<file path="src/rtl/apb_pkg.sv">
// rtl/apb_pkg.sv - shared APB widths and requester state encoding
package apb_pkg;

  localparam int APB_ADDR_WIDTH = 8;
  localparam int APB_DATA_WIDTH = 32;

  localparam logic [1:0] ST_IDLE   = 2'd0;
  localparam logic [1:0] ST_SETUP  = 2'd1;
  localparam logic [1:0] ST_ACCESS = 2'd2;
  localparam logic [1:0] ST_RESP   = 2'd3;

  typedef enum logic [1:0] {
    IDLE   = ST_IDLE,
    SETUP  = ST_SETUP,
    ACCESS = ST_ACCESS,
    RESP   = ST_RESP
  } apb_state_e;

endpackage

</file>
<file path="src/rtl/apb_cmd_master.sv">
// rtl/apb_cmd_master.sv - valid/ready command stream to single APB transfers
// One transfer in flight; ACCESS wait is bounded by TIMEOUT_CYCLES (0 disables).
module apb_cmd_master
  import apb_pkg::*;
#(
  parameter int ADDR_WIDTH     = APB_ADDR_WIDTH,
  parameter int DATA_WIDTH     = APB_DATA_WIDTH,
  parameter int TIMEOUT_CYCLES = 16
) (
  input  logic                  PCLK,
  input  logic                  PRESET,
  input  logic                  cmd_valid,
  output logic                  cmd_ready,
  input  logic                  cmd_write,
  input  logic [ADDR_WIDTH-1:0] cmd_addr,
  input  logic [DATA_WIDTH-1:0] cmd_wdata,
  output logic                  rsp_valid,
  input  logic                  rsp_ready,
  output logic [DATA_WIDTH-1:0] rsp_rdata,
  output logic                  rsp_slverr,
  output logic                  rsp_timeout,
  output logic                  PSEL,
  output logic                  PENABLE,
  output logic                  PWRITE,
  output logic [ADDR_WIDTH-1:0] PADDR,
  output logic [DATA_WIDTH-1:0] PWDATA,
  input  logic [DATA_WIDTH-1:0] PRDATA,
  input  logic                  PREADY,
  input  logic                  PSLVERR
);

  localparam int CNT_W = (TIMEOUT_CYCLES > 0) ? $clog2(TIMEOUT_CYCLES + 1) : 1;
  // Abort when the count is about to reach the limit on this stalled cycle
  localparam logic [CNT_W-1:0] CNT_LAST = (TIMEOUT_CYCLES > 0) ? CNT_W'(TIMEOUT_CYCLES - 1) : '0;

  apb_state_e            state_q, state_d;
  logic [CNT_W-1:0]      cnt_q;
  logic                  pwrite_q;
  logic [ADDR_WIDTH-1:0] paddr_q;
  logic [DATA_WIDTH-1:0] pwdata_q;
  logic [DATA_WIDTH-1:0] rdata_q;
  logic                  slverr_q;
  logic                  timeout_q;
  logic                  accept;
  logic                  complete;
  logic                  abort;

  always_comb begin
    state_d   = state_q;
    cmd_ready = 1'b0;
    PSEL      = 1'b0;
    PENABLE   = 1'b0;
    rsp_valid = 1'b0;
    accept    = 1'b0;
    complete  = 1'b0;
    abort     = 1'b0;
    case (state_q)
      IDLE: begin
        cmd_ready = !PRESET;
        if (cmd_valid && !PRESET) begin
          accept  = 1'b1;
          state_d = SETUP;
        end
      end
      SETUP: begin
        PSEL    = 1'b1;
        state_d = ACCESS;
      end
      ACCESS: begin
        PSEL    = 1'b1;
        PENABLE = 1'b1;
        if (PREADY) begin
          complete = 1'b1;
          state_d  = RESP;
        end else if ((TIMEOUT_CYCLES > 0) && (cnt_q == CNT_LAST)) begin
          abort   = 1'b1;
          state_d = RESP;
        end
      end
      RESP: begin
        rsp_valid = 1'b1;
        if (rsp_ready) state_d = IDLE;
      end
      default: state_d = IDLE;
    endcase
  end

  always_ff @(posedge PCLK) begin
    if (PRESET) begin
      state_q   <= IDLE;
      cnt_q     <= '0;
      pwrite_q  <= 1'b0;
      paddr_q   <= '0;
      pwdata_q  <= '0;
      rdata_q   <= '0;
      slverr_q  <= 1'b0;
      timeout_q <= 1'b0;
    end else begin
      state_q <= state_d;
      if (accept) begin
        pwrite_q <= cmd_write;
        paddr_q  <= cmd_addr;
        pwdata_q <= cmd_wdata;
        cnt_q    <= '0;
      end else if ((state_q == ACCESS) && !PREADY && (TIMEOUT_CYCLES > 0)) begin
        cnt_q <= cnt_q + 1'b1;
      end
      if (complete) begin
        rdata_q   <= pwrite_q ? '0 : PRDATA;
        slverr_q  <= PSLVERR;
        timeout_q <= 1'b0;
      end else if (abort) begin
        rdata_q   <= '0;
        slverr_q  <= 1'b1;
        timeout_q <= 1'b1;
      end
    end
  end

  // Address/data registers double as the APB bus so they hold between transfers
  assign PWRITE      = pwrite_q;
  assign PADDR       = paddr_q;
  assign PWDATA      = pwdata_q;
  assign rsp_rdata   = rdata_q;
  assign rsp_slverr  = slverr_q;
  assign rsp_timeout = timeout_q;

endmodule

</file>
<file path="config.mk">
export PLATFORM = sky130hd
export DESIGN_NAME = apb_cmd_master
export DESIGN_NICKNAME = d
export VERILOG_FILES = /design/src/rtl/apb_pkg.sv /design/src/rtl/apb_cmd_master.sv
export SDC_FILE = /design/constraint.sdc
export NUM_CORES = 1
export LEC_CHECK = 0
export CORE_ASPECT_RATIO = 1.1
export CORE_MARGIN = 2
export CORE_UTILIZATION = 34
export DETAILED_ROUTE_END_ITERATION = 12
export GPL_TIMING_DRIVEN = 1
export HOLD_SLACK_MARGIN = 0.05
export PLACE_DENSITY = 0.81
export REMOVE_ABC_BUFFERS = 1
export SLEW_MARGIN = 40
export SYNTH_ARGS = -nofsm -noshare
export SYNTH_HDL_FRONTEND = slang
export SYNTH_SLANG_ARGS = --single-unit
</file>
<file path="constraint.sdc">
create_clock -name PCLK -period 1.7 [get_ports PCLK]
set_clock_uncertainty 0.15 [all_clocks]
set_input_delay 0.255 -clock PCLK [delete_from_list [all_inputs] [get_ports PCLK]]
set_output_delay 0.255 -clock PCLK [all_outputs]
set_load 0.05 [all_outputs]
</file>
# After elaboration in Yosys (flattened, before gate mapping)
# Index checks and enable logic that the tools add are counted.
[totals]
register_bits = 82
in_bits = 79
output_inout_bits = 79
word_cells = 47
[classes]
add_sub_neg = 1
n_eq_ne = 7
muxes = 21
reduce_logical = 10
[op_table]
columns = ["operator", "n"]
rows = [
  ["$mux 32", 3],
  ["$mux 1", 13],
  ["$mux 2", 4],
  ["$pmux 2 s4", 1],
  ["$reduce_or 2->1", 3],
  ["$add 5x1->5 const B", 1],
  ["$eq 5x4->1 const B", 1],
  ["$eq 2x2->1 const B", 2],
  ["$ne 2x2->1 const B", 2],
  ["$ne 3x3->1 const B", 1],
  ["$reduce_and 3->1", 1],
  ["$eq 2x1->1 const B", 1],
  ["$logic_and 1x1->1", 2],
  ["$logic_not 1->1", 2],
  ["$logic_not 2->1", 1],
  ["$reduce_bool 2->1", 1],
]

# Depth between registers and ports, before layout
# Gate-level depths: netlist (run 1).
[logic_depth]
ltp_word = 6
mapped_depth = 8
mapped_depth_nobuf = 6

# Worst setup path before layout (run 1)
# OpenSTA, ideal clock, no wires.
[synth_timing]
path_type = "reg-to-reg"
from = "register state_q[0]"
to = "register pwrite_q, in the netlist PWRITE"
setup_ns = 0.060
t_arrival_ns = 1.935
required_ns = 1.490
path_slack_ns = -0.445
stages_incl_launch_ff = 8
path_buffers = 2
synth_period_minus_slack_ns = 2.145
path_cell_list = "dfxtp_1 -> inv_1 -> ha_1 -> nor2b_1 -> and2_1 -> buf_6 -> buf_6 -> a22o_1"
[synth_between]
elab_chain_len = 2
[synth_rtl]
columns = ["element", "line", "source"]
rows = [
  ["start: declaration", "apb_cmd_master.sv:36", "apb_state_e state_q, state_d;"],
  ["start signal: assignment", "apb_cmd_master.sv:99", "state_q <= state_d;"],
  ["$logic_not 2->1", "apb_cmd_master.sv:57", "case (state_q)"],
  ["$mux 1", "apb_cmd_master.sv:57", ""],
  ["end signal: assignment", "apb_cmd_master.sv:101", "pwrite_q <= cmd_write;"],
  ["end: declaration", "apb_cmd_master.sv:38", "logic pwrite_q;"],
]
# No other way between the ends.
# A chain may end at the register's enable or synchronous reset.

# Worst setup path in the final report (run 1)
[layout_timing]
from = "register cnt_q[1]"
to = "register rdata_q[29], in the netlist rsp_rdata[29]"
[layout_between]
elab_chain_len = 5
[layout_rtl]
columns = ["element", "line", "source"]
rows = [
  ["start: declaration", "apb_cmd_master.sv:37", "logic [CNT_W-1:0] cnt_q;"],
  ["start signal: assignment", "apb_cmd_master.sv:106", "cnt_q <= cnt_q + 1'b1;"],
  ["$eq 5x4->1", "apb_cmd_master.sv:75", "end else if ((TIMEOUT_CYCLES > 0) && (cnt_q == CNT_LAST)) begin"],
  ["$mux 1", "apb_cmd_master.sv:75", ""],
  ["$mux 1", "apb_cmd_master.sv:72", "if (PREADY) begin"],
  ["$mux 1", "apb_cmd_master.sv:57", ""],
  ["$reduce_bool 2->1 (no source line)", "-", ""],
  ["end signal: assignment", "apb_cmd_master.sv:109", "rdata_q <= pwrite_q ? '0 : PRDATA;"],
  ["end: declaration", "apb_cmd_master.sv:41", "logic [DATA_WIDTH-1:0] rdata_q;"],
]
# No other way between the ends.

==> results.yml, run 1 <==
outcome:
  status: "completed"
logic_synthesis:
  ys_seq_elements: 82
  yosys_most_used_dff: "dfxtp_1"
  synth_common_cells: "dfxtp_1, a22o_1, nor2_1"
  synthArstFlopShare: 0
  ys_seq_area_frac: 0.5795
  ys_warn_count: 0
  syn_area_um2: 2833
  yosysMostFrequentCell: "dfxtp_1"
  ys_types: 30
  synth_top_cell_by_area: "dfxtp_1"
  avgSynthCellArea_um2: 11.07
  synth-edff-count: 0
  netlist.area_leader.share: 0.5795
  synth_area_leaders: "dfxtp_1, a22o_1, a22oi_1"
  syn_inst: 256
final_layout:
  final_cell_count_no_fill: 540
  syn_to_final_growth_pct: 70.32
  diodes: 0
  final_util: 0.6033
  final.fill_count: 637
  drive_above_1_share: 0.3125
  num-nets-final: 514
timing:
  finalCriticalPeriod_ns: 1.687
  max_freq_mhz: 592.8
  slew-limit-headroom: 0.7703
  tightest_slew_ns: 0.3446
  setup_viol: 0
  drv_slew: 0
  hold_viol: 0
  layout_setup_ws_ns: 0.01303
  rsz0062_at_grt: "true"
  period_share: 0.9923
  timing.setup.tns_ns: 0
  worst_hold_slack_ns: 0.3284
worst_setup_path:
  r2r_cells: 8
  cp-start-kind: "register"
  cp.arrival_ns: 1.81
  r2r_start: "cnt_q[1]$_SDFFE_PP0P_"
  worst_ep_required_time_ns: 1.82
  worstSetupPathType: "reg -> reg"
  end_kind: "register"
  r2r_slack_ns: 0.01
  r2r-end: "rsp_rdata[29]$_SDFFE_PP0P_"
  crit_path_max_fanout: 8
clocking:
  insertion_delay_ns: 0.34
  cts_hold_buf: 0
  h-tree-depth: 3
  clockBufferDepth: 2
  cts-root-buf: "clkbuf_8"
  cts-buffers-inserted: 9
  cts.sink_count: 82
  clk_pin_slew_ns: 0.07
  cts_tree: "built"
pwr:
  p_clk_frac: 0.209
  intPower_mw: 4.083
  p_per_area_nw_per_um2: 1358
  combPwrFrac: 0.426
  p_sw_mw: 2.471
  swShare: 0.3771
  ir_drop_uv: 666.7
  p_leak_nw: 2.038
  power.share.sequential: 0.365
die:
  die_area_um2: 9078
  placementRows: 34
  initial_core_util: 0.3542
  coreArea_um2: 7998
  die_x_um: 91.03
  ios: 158
  die_h_um: 99.73
route:
  dr.pass1.iters: 4
  drtAntennaViolNets: 0
  vias: 2641
  vias_per_cell: 4.891
  drc: 0
  post_drt_wl_per_cell_um: 15.09
  dr.first_iter.drc_count: 73
  wl_um: 8147
min_path:
  min-delay-start: "PWDATA[6]$_SDFFE_PP0P_"
  holdPathStages: 1
  hp-class: "reg -> reg"
  min_to: "PWDATA[6]$_SDFFE_PP0P_"
grt:
  grt_first_pass_wirelength_um: 12680
  grt_usage: 0.1738
  first_global_vias: 2583
  grt_max_degree: 42
  overflow: 0
  antenna_found_initial: 0
place:
  dp_hpwl_um: 5455
  gp_congestion: 0.7488
  io_buffers: 157
  post-place-cells: 517
  dp_slack_ns: -0.1550
run:
  cap_violations: 0
==> cell families (layout without fill, tap and decap cells) <==
logic type	Yosys count	in the layout	synth area share
compound gates	83	83	0.2332
xor+xnor	2	2	0.006185
fa+ha+maj	6	6	0.02650
buf+inv	24	200	0.05742
flops	82	82	0.5795
mux	1	1	0.003534
simple gates	58	58	0.09365
==> power groups by stage <==
stage               Combinational (mW)  Clock, mW  Sequential, mW
global route                      2.91       1.49            2.43
floorplan                        0.627          0            3.34
global placement                  2.59          0            2.42
detailed placement                2.65          0            2.41
finish                            2.79       1.37            2.40
CTS                               2.76       1.41            2.39
==> metrics by stage <==
| stage | power, mW | cell area (um2) |
|---|---|---|
| floorplan | 3.968 | 2681 |
| global placement | 5.004 | 4413 |
| detailed placement | 5.060 | 4428 |
| CTS | 6.568 | 4762 |
| global route | 6.833 | 4825 |
| finish | 6.554 | 4825 |
==> timing repair <==
action / CTS / global route
setup buffers: 5 / 3
cloned: 1 / 1
resized for setup: 19 / 4
hold endpoints to repair: 0 / 0
pin swaps: 3 / 8
endpoints found under the setup margin: 72 / 30
==> metal layers <==
layer | part of all wire | track usage
met1 | 0.43 | 0.2081
met2 | 0.49 | 0.2980
met4 | 0.0085 | 0.06760
met5 | 0 | 0
met3 | 0.075 | 0.04621
==> sequential cells by signal, summed over array words and instances, names as in the netlist <==
| signal | flops |
|---|---|
| PWDATA | 32 |
| rsp_rdata | 32 |
| PADDR | 8 |
| cnt_q | 5 |
| state_q | 2 |
| PWRITE | 1 |
| rsp_slverr | 1 |
| rsp_timeout | 1 |
==> area by class of cell <==
cell class,count,area [um2],area share
Timing Repair Buffer,183,1722,0.3568
Sequential cell,82,1647,0.3413
Clock buffer,11,151.4,0.03138
Multi-Input combinational cell,150,1119,0.2318
Inverter,3,11.26,0.002334
Clock inverter,3,40.04,0.008299
Tap cell,108,135.1,0.02801
==> cells in the final DEF (no fill, tap or decap), types with 4 or more instances in the layout <==
cell	instances
buf_4	92
buf_12	8
clkdlybuf4s50_1	78
dfxtp_2	4
dfxtp_1	78
a22o_1	41
a22oi_1	29
nor2_1	36
nor2b_1	4
clkbuf_8	11
==> worst max-delay path: stages (launching register included) <==
cell and delay, ns:
dfxtp_2 0.34, ha_4 0.16, and3_4 0.18, ha_4 0.17
o21ai_4 0.19, buf_12 0.15, clkbuf_16 0.14, a22oi_1 0.06
nor2_1 0.08
==> worst max path at each step <==
| stage | slack, ns | to | start | depth (start not counted) |
|---|---|---|---|---|
| after floorplan | -1.0 | PADDR[0]$_SDFFE_PP0P_ | state_q[0]$_SDFFE_PP0P_ | 5 |
| after global placement | -0.28 | PWDATA[0]$_SDFFE_PP0P_ | PRESET | 3 |
| final | 0.01 | rsp_rdata[29]$_SDFFE_PP0P_ | cnt_q[1]$_SDFFE_PP0P_ | 8 |
| after CTS | -0.002 | rsp_rdata[16]$_SDFFE_PP0P_ | cnt_q[1]$_SDFFE_PP0P_ | 8 |
| after detailed placement | -0.16 | PWDATA[9]$_SDFFE_PP0P_ | PRESET | 4 |
| after global routing | -0.06 | rsp_rdata[23]$_SDFFE_PP0P_ | cnt_q[1]$_SDFFE_PP0P_ | 8 |
Note: power is estimated with default switching activity, not from simulation.
==> run 2: changes to the inputs <==
CORE_UTILIZATION = 35   (was 34)
DONT_BUFFER_PORTS = 1   (was not set)
PLACE_DENSITY = 0.55   (was 0.81)
clock period = 1.8 ns   (was 1.7 ns; I/O delays follow)
==> run 2 against run 1 <==
  * The flow now finishes with violations (setup timing)
  * Critical endpoint is now rsp_rdata[6]$_SDFFE_PP0P_
  * Final cell count is 16% lower
  * Register-to-register slack worse by 0.02 ns
  * Combinational power decreased by 60%
  * Flip-flop and latch count is the same
  * Non-clock buffer count down 89
  * Critical path depth shrank 1
  * Sequential share of layout area is 5.6 points higher
  * Highest routed layer unchanged
  * Power is 14% lower
  * Core utilization decreased by 7.7 points
==> results.yml, run 2 (synthesized netlist as in run 1, its figures left out) <==
timing:
  tightest_slew_ns: 0.5706
  slew-limit-headroom: 0.6191
  drv_slew: 0
  layout_setup_ws_ns: -0.01104
  setup_viol: 1
  period_share: 1.006
  max_freq_mhz: 552.2
  hold_viol: 0
  finalCriticalPeriod_ns: 1.811
  rsz0062_at_grt: "true"
worst_setup_path:
  r2r-end: "rsp_rdata[6]$_SDFFE_PP0P_"
  end_kind: "register"
  worstSetupPathType: "reg -> reg"
  r2r_slack_ns: -0.01
  cp.arrival_ns: 1.94
  cp-start-kind: "register"
  r2r_start: "cnt_q[1]$_SDFFE_PP0P_"
  r2r_cells: 7
  crit_path_max_fanout: 8
  worst_ep_required_time_ns: 1.93
route:
  post_drt_wl_per_cell_um: 17.47
  vias_per_cell: 5.223
  drtAntennaViolNets: 0
  vias: 2366
  dr.pass1.iters: 4
  dr.first_iter.drc_count: 66
  wl_um: 7915
  drc: 0
grt:
  overflow: 0
  grt_max_degree: 42
  grt_usage: 0.1670
  grt_first_pass_wirelength_um: 11890
  antenna_found_initial: 0
  first_global_vias: 2276
final_layout:
  num-nets-final: 425
  final_cell_area_um2: 4143
  diodes: 0
  layout.cells.most_common: "dfxtp_1"
  drive_above_1_share: 0.1681
  final_cell_mix: "dfxtp_1, dlygate4sd3_1, a22o_1"
  syn_to_final_growth_pct: 46.25
  final_cell_count_no_fill: 453
  final_util: 0.5264
die:
  coreArea_um2: 7870
  die_area_um2: 8830
  die_h_um: 98.36
  placementRows: 34
  die_x_um: 89.78
  ios: 158
  initial_core_util: 0.3599
pwr:
  ir_drop_uv: 665.0
  intPower_mw: 3.292
  combPwrFrac: 0.197
  p_leak_nw: 1.557
  swShare: 0.4135
  p_sw_mw: 2.321
  p_clk_frac: 0.237
  power.share.sequential: 0.566
  p_per_area_nw_per_um2: 1355
min_path:
  min_to: "cnt_q[1]$_SDFFE_PP0P_"
  min-delay-start: "PREADY"
  hp-class: "in -> reg"
  holdPathStages: 3
place:
  io_buffers: 0
  gp_congestion: 0.6819
  dp_hpwl_um: 4076
  post-place-cells: 355
  placed_cell_area_um2: 2972
  dp_slack_ns: 0.08437
clocking:
  insertion_delay_ns: 0.34
  cts-buffers-inserted: 9
  clockBufferDepth: 2
  cts_tree: "built"
  h-tree-depth: 3
  cts-root-buf: "clkbuf_8"
  clk_pin_slew_ns: 0.09
  cts.sink_count: 82
outcome:
  status: "complete, but fails checks"
  violations: "setup timing"
run:
  cap_violations: 0
==> run 2: power groups by stage <==
stage / Combinational [mW] / Sequential, mW / Clock, mW
5_1_grt: 1.20 / 3.21 / 1.47
3_3_place_gp: 0.831 / 3.20 / 0
3_5_place_dp: 0.850 / 3.19 / 0
2_1_floorplan: 0.592 / 3.16 / 0
4_1_cts: 0.999 / 3.16 / 1.38
6_report: 1.11 / 3.18 / 1.33
==> run 2: cell type report <==
class                      count  area [um2]
clock inverter                 7       77.57
tap                          108       135.1
clock buffer                   9       123.9
sequential                    82        1645
inverter                       3       11.26
timing repair buffer          94        1003
fill                         659        3727
multi-input combinational    150        1146
==> run 2: layer usage <==
| metal | share of wire | routed length [um] | global-route usage | vias up |
|---|---|---|---|---|
| li1 | - | - | - | 1097 |
| met1 | 0.40 | 3189 | 0.2047 | 1093 |
| met2 | 0.45 | 3581 | 0.2488 | 159 |
| met3 | 0.12 | 963 | 0.08796 | 17 |
| met4 | 0.023 | 180 | 0.06509 | 0 |
| met5 | 0 | 0 | 0 | - |
==> run 2: critical path, cell delays in order, from the launching register on <==
cell and delay [ns]:
dfxtp_2 0.34, ha_2 0.17, and3_4 0.18, ha_4 0.17
o21ai_4 0.30, clkbuf_16 0.23, a22oi_1 0.07, nor2_1 0.14
==> run 2: worst max-delay path by stage <==
| stage | startpoint | endpoint | slack (ns) | cells past startpoint |
|---|---|---|---|---|
| detailed placement | cnt_q[1]$_SDFFE_PP0P_ | rsp_rdata[29]$_SDFFE_PP0P_ | 0.08 | 7 |
| global route | cnt_q[0]$_SDFFE_PP0P_ | rsp_rdata[6]$_SDFFE_PP0P_ | -0.07 | 7 |
| global placement | cnt_q[1]$_SDFFE_PP0P_ | rsp_rdata[12]$_SDFFE_PP0P_ | 0.13 | 7 |
| finish | cnt_q[1]$_SDFFE_PP0P_ | rsp_rdata[6]$_SDFFE_PP0P_ | -0.01 | 7 |
| CTS | state_q[0]$_SDFFE_PP0P_ | cmd_ready | 0.01 | 4 |
| floorplan | state_q[0]$_SDFFE_PP0P_ | PADDR[0]$_SDFFE_PP0P_ | -0.90 | 5 |
==> run 2: per-stage QoR <==
step                TNS [ns]  hold slack [ns]  power (mW)
finish              -0.01104          0.09328       5.612
global route          -1.283           0.1037       5.877
CTS                        0          0.07299       5.532
detailed placement         0           0.1986       4.040
global placement           0           0.1969       4.034
floorplan             -59.15           0.1924       3.748
==> run 2: repair_timing <==
action / in CTS / in global routing
setup endpoints to repair: 0 / 34
hold endpoints to repair: 82 / 0
hold buffers: 78 / 0
gates resized for setup: 0 / 26
setup buffers: 0 / 1
